[config.mk]
export PLATFORM = sky130hd
export DESIGN_NAME = shift_register_universal
export DESIGN_NICKNAME = d
export VERILOG_FILES = /design/src/rtl/shift_register_universal.sv
export SDC_FILE = /design/constraint.sdc
export NUM_CORES = 1
export LEC_CHECK = 0
export BUFFER_PORTS_ARGS = -buffer_cell sky130_fd_sc_hd__buf_2
export CAP_MARGIN = 20
export CORE_AREA = 2 2 39 41
export CTS_CLUSTER_DIAMETER = 50
export DETAILED_ROUTE_END_ITERATION = 8
export DIE_AREA = 0 0 41 43
export GPL_ROUTABILITY_DRIVEN = 0
export HOLD_SLACK_MARGIN = 0.06
export PLACE_DENSITY_LB_ADDON = 0.05
export SLEW_MARGIN = 25
export SYNTH_ARGS = -nofsm -noshare
export SYNTH_HDL_FRONTEND = slang
export SYNTH_SLANG_ARGS = --single-unit
export TNS_END_PERCENT = 10
[constraint.sdc]
create_clock -name clk -period 0.9 [get_ports clk]
set_input_delay 0.09 -clock clk [delete_from_list [all_inputs] [get_ports clk]]
set_output_delay 0.09 -clock clk [all_outputs]
set_load 0.02 [all_outputs]
[src/rtl/shift_register_universal.sv]
// Universal N-stage x W-bit shift register with a shift counter and a frame pulse.
// Each stage is its own small register with a 4-way next-value mux. The
// top-level wires each stage to its neighbours and runs the frame counter.

// One stage: hold / take right neighbour / take left neighbour / load.
module sru_stage #(
  parameter int          W   = 1,
  parameter logic [W-1:0] RST = '0
) (
  input  logic         clk,
  input  logic         reset,
  input  logic         enable,
  input  logic [1:0]   mode,
  input  logic [W-1:0] right_nb,  // value moving down on a right shift
  input  logic [W-1:0] left_nb,   // value moving up on a left shift
  input  logic [W-1:0] load_val,
  output logic [W-1:0] q
);

  // Stage register: reset dominates, then the mode selects the next value.
  always_ff @(posedge clk) begin
    if (!reset) begin
      q <= RST;
    end else if (enable) begin
      case (mode)
        2'b01:   q <= right_nb;
        2'b10:   q <= left_nb;
        2'b11:   q <= load_val;
        default: q <= q;
      endcase
    end
  end

endmodule

module shift_register_universal #(
  parameter int             N           = 3,
  parameter int             W           = 1,
  parameter logic [N*W-1:0] RESET_VALUE = '0
) (
  input  logic                                 clk,
  input  logic                                 reset,
  input  logic                                 enable,
  input  logic [1:0]                           mode,
  input  logic [W-1:0]                         signal_in,
  input  logic [N*W-1:0]                       parallel_in,
  output logic [W-1:0]                         signal_out,
  output logic [W-1:0]                         signal_out_msb,
  output logic [N*W-1:0]                       parallel_out,
  output logic [((N > 1) ? $clog2(N) : 1)-1:0] shift_count,
  output logic                                 frame_valid
);

  localparam int          CW   = (N > 1) ? $clog2(N) : 1;
  localparam logic [CW-1:0] LAST = CW'(N - 1);

  localparam logic [1:0] MODE_SR   = 2'b01;
  localparam logic [1:0] MODE_SL   = 2'b10;
  localparam logic [1:0] MODE_LOAD = 2'b11;

  logic [N-1:0][W-1:0] stages;
  logic                shift_en;

  assign shift_en       = enable && (mode == MODE_SR || mode == MODE_SL);
  assign parallel_out   = stages;
  assign signal_out     = stages[0];
  assign signal_out_msb = stages[N-1];

  // Stage k takes k+1 on a right shift and k-1 on a left shift; the ends
  // take signal_in, so for N==1 both shifts collapse to loading signal_in.
  for (genvar k = 0; k < N; k++) begin : g_stage
    logic [W-1:0] right_nb;
    logic [W-1:0] left_nb;

    if (k == N - 1) begin : g_top
      assign right_nb = signal_in;
    end else begin : g_mid
      assign right_nb = stages[k+1];
    end

    if (k == 0) begin : g_bot
      assign left_nb = signal_in;
    end else begin : g_up
      assign left_nb = stages[k-1];
    end

    sru_stage #(
      .W   (W),
      .RST (RESET_VALUE[k*W +: W])
    ) u_stage (
      .clk      (clk),
      .reset    (reset),
      .enable   (enable),
      .mode     (mode),
      .right_nb (right_nb),
      .left_nb  (left_nb),
      .load_val (parallel_in[k*W +: W]),
      .q        (stages[k])
    );
  end

  // Frame counter: any enabled shift counts; the N-th wraps and pulses
  // frame_valid alongside the completed frame. A load drops a partial frame.
  always_ff @(posedge clk) begin
    if (!reset) begin
      shift_count <= '0;
      frame_valid <= 1'b0;
    end else begin
      frame_valid <= 1'b0;
      if (shift_en) begin
        if (shift_count == LAST) begin
          shift_count <= '0;
          frame_valid <= 1'b1;
        end else begin
          shift_count <= shift_count + 1'b1;
        end
      end else if (enable && mode == MODE_LOAD) begin
        shift_count <= '0;
      end
    end
  end

endmodule
==> results.json <==
{
  "maxSlewViolCount": 0,
  "status": "complete, no violations",
  "whs_ns": 0.136,
  "worstSetupStartpointType": "flop",
  "synthMuxAreaShare_pct": 0,
  "synth_cell_types": 16,
  "yosys.area_share.xor_xnor_pct": 0,
  "finalCriticalPeriod_ns": 0.862,
  "relSlewSlack_pct": 87.5,
  "rows": 14,
  "viasPerCell": 4.87,
  "powerDensity_nw_per_um2": 1560,
  "grt_overflow": 0,
  "fin_nets": 68,
  "port_buffers": 16,
  "max_cap_violations": 0,
  "fmax_mhz": 1160,
  "dpl.cell_count": 67,
  "core_um2": 1380,
  "grt_pass1_wl_mm": 1.21,
  "fin_skew_ns": 0.0100,
  "syn_area_um2": 330,
  "wire_per_inst_um": 11.5,
  "worstMarginPinSlew_ns": 0.188,
  "diodes": 0,
  "crit_fanout": 5,
  "yosysTopAreaCellShare_pct": 36.4,
  "numCtsBuffers": 3,
  "root_buffer": "clkbuf_4",
  "arrival_ns": 1.00,
  "ant_nets": 0,
  "die_x_um": 41,
  "endpoint_kind": "flop",
  "avgSynthCellArea_um2": 8.69,
  "grt_max_degree": 7,
  "synth_seq_cells": 6,
  "clock_latency_ns": 0.24,
  "post-route-drc-count": 0,
  "seq_area_um2": 129,
  "stdcell_count": 71,
  "path_class": "flop to flop",
  "clkSinkCount": 6,
  "die_h_um": 43,
  "hold_viol": 0,
  "drtIter0Drc": 4,
  "synth_edf_count": 0,
  "antenna_found_initial": 0,
  "syn_to_final_growth_pct": 41.7,
  "synthArstFlopShare_pct": 0,
  "routed_wl_um": 815,
  "rsz0062_at_grt": "no",
  "clockBufferDepth": 2,
  "cts_hold_buf": 0,
  "synth-compound-area-share_pct": 22.3,
  "finalCritPeriodShare_pct": 95.7,
  "hold_path.class": "input pin to flop",
  "fp.dieArea_um2": 1760,
  "yosys.area_share.simple_pct": 20.8,
  "drt_pass1_iterations": 2,
  "fillers": 154,
  "yosys.area.top_type": "dfxtp_1",
  "p_leak_nw": 0.211,
  "ys_seq_area_share_pct": 36.4,
  "cts_tree": "built",
  "ys_warn_count": 0,
  "yosys.area_share.adder_pct": 11.4,
  "setup_viol": 0,
  "grt_pass1_vias": 315,
  "cp.required_ns": 1.04,
  "cts_max_level": 1,
  "initial_core_util_pct": 23.9,
  "track_usage_pct": 10.4,
  "io_pins": 17,
  "synth_top_family_by_area": "compound AO/OA/AOI/OAI gates",
  "vdd_drop_max_mv": 0.651,
  "ys.flop_type": "dfxtp_1",
  "vias": 346,
  "clk_pin_slew_ns": 0.05,
  "syn_inst": 38,
  "yosys-top-cells-area": "dfxtp_1, ha_1, a22oi_1",
  "multi_input_area_um2": 193,
  "drive_gt1_share_pct": 49.1,
  "syn-num-nets": 50,
  "synth.top_cells.by_count": "dfxtp_1, nand2_1, o21ai_1"
}
## kinds of logic (layout without fill, tap and decap cells)
| group | after synthesis | count (layout) |
|---|---|---|
| AOI/OAI and AO/OA | 12 | 12 |
| and+or+nand+nor | 12 | 12 |
| DFF | 6 | 6 |
| buffers and inverters | 5 | 22 |
| adders and majority gates | 3 | 3 |
## cell usage in the layout (no fill, tap or decap), drive strengths merged
cell / netlist / routed
a21boi: 1 / 1
a21oi: 1 / 1
a22oi: 3 / 3
a31oi: 3 / 3
and2b: 1 / 1
and4bb: 1 / 1
buf: 3 / 16
clkbuf: 0 / 4
dfxtp: 6 / 6
ha: 3 / 3
inv: 2 / 2
nand2: 6 / 6
nand4b: 1 / 1
nor2: 1 / 1
nor2b: 1 / 1
nor3: 1 / 1
o21ai: 4 / 4
## flip-flops by register name (all words and copies together), names as in the netlist
register and count:
shift_count 2, frame_valid 1, g_stage.u_stage.q 3
## metrics by stage
| stage | area, um2 | power [mW] | TNS, ns | utilization [%] | setup slack, ns |
|---|---|---|---|---|---|
| after floorplan | 348 | 0.410 | 0 | - | 0.0192 |
| after global placement | 425 | 0.454 | -0.407 | 30.7 | -0.104 |
| after detailed placement | 425 | 0.461 | -0.565 | 30.7 | -0.149 |
| after CTS | 452 | 0.732 | 0 | 32.6 | 0.00364 |
| after global routing | 468 | 0.780 | 0 | 33.8 | 0.00494 |
| final | 468 | 0.728 | 0 | 33.8 | 0.0384 |
## worst max-delay path, cell delays in order (launching register included)
cell	delay [ns]
dfxtp_4	0.36
and4bb_2	0.23
a21oi_1	0.11
nor2b_1	0.05
## where the power goes
group	leakage [nW]	switching, mW	total (mW)	internal, mW
sequential	0.0514	0.0171	0.302	0.285
combinational	0.144	0.0877	0.164	0.0762
clock	0.0150	0.0939	0.262	0.168
## final timing paths
check / endpoint / slack, ns / cells past startpoint / startpoint
worst min register to register: frame_valid$_SDFF_PN0_ / 0.46 / 1 / shift_count[0]$_SDFFE_PN0P_
worst max-delay path: shift_count[0]$_SDFFE_PN0P_ / 0.04 / 3 / shift_count[0]$_SDFFE_PN0P_
worst min-delay path: g_stage[2].u_stage.q$_SDFFE_PN0P_ / 0.14 / 3 / signal_in
worst max register to register: shift_count[0]$_SDFFE_PN0P_ / 0.04 / 3 / shift_count[0]$_SDFFE_PN0P_
## timing repair
action,CTS,global route
resized for setup,0,8
buffers inserted,0,0
hold endpoints to repair,0,0
endpoints found under the setup margin,0,5
## cell type report
class	instances	share of cell area, %
sequential	6	27.5
clock buffer	4	5.61
timing repair buffer	16	19.8
multi-input combinational	27	41.2
tap	16	4.28
inverter	2	1.60
## per-layer routing
metal | vias up | routed length, um | share of wire [%] | GRT usage (%)
li1 | 170 | - | - | -
met1 | 162 | 335 | 41 | 10.0
met2 | 12 | 410 | 50 | 16.9
met3 | 2 | 60 | 7.4 | 3.14
met4 | 0 | 9 | 1.1 | 8.00
met5 | - | 0 | 0 | 0
Note: power is estimated with default switching activity, not from simulation.
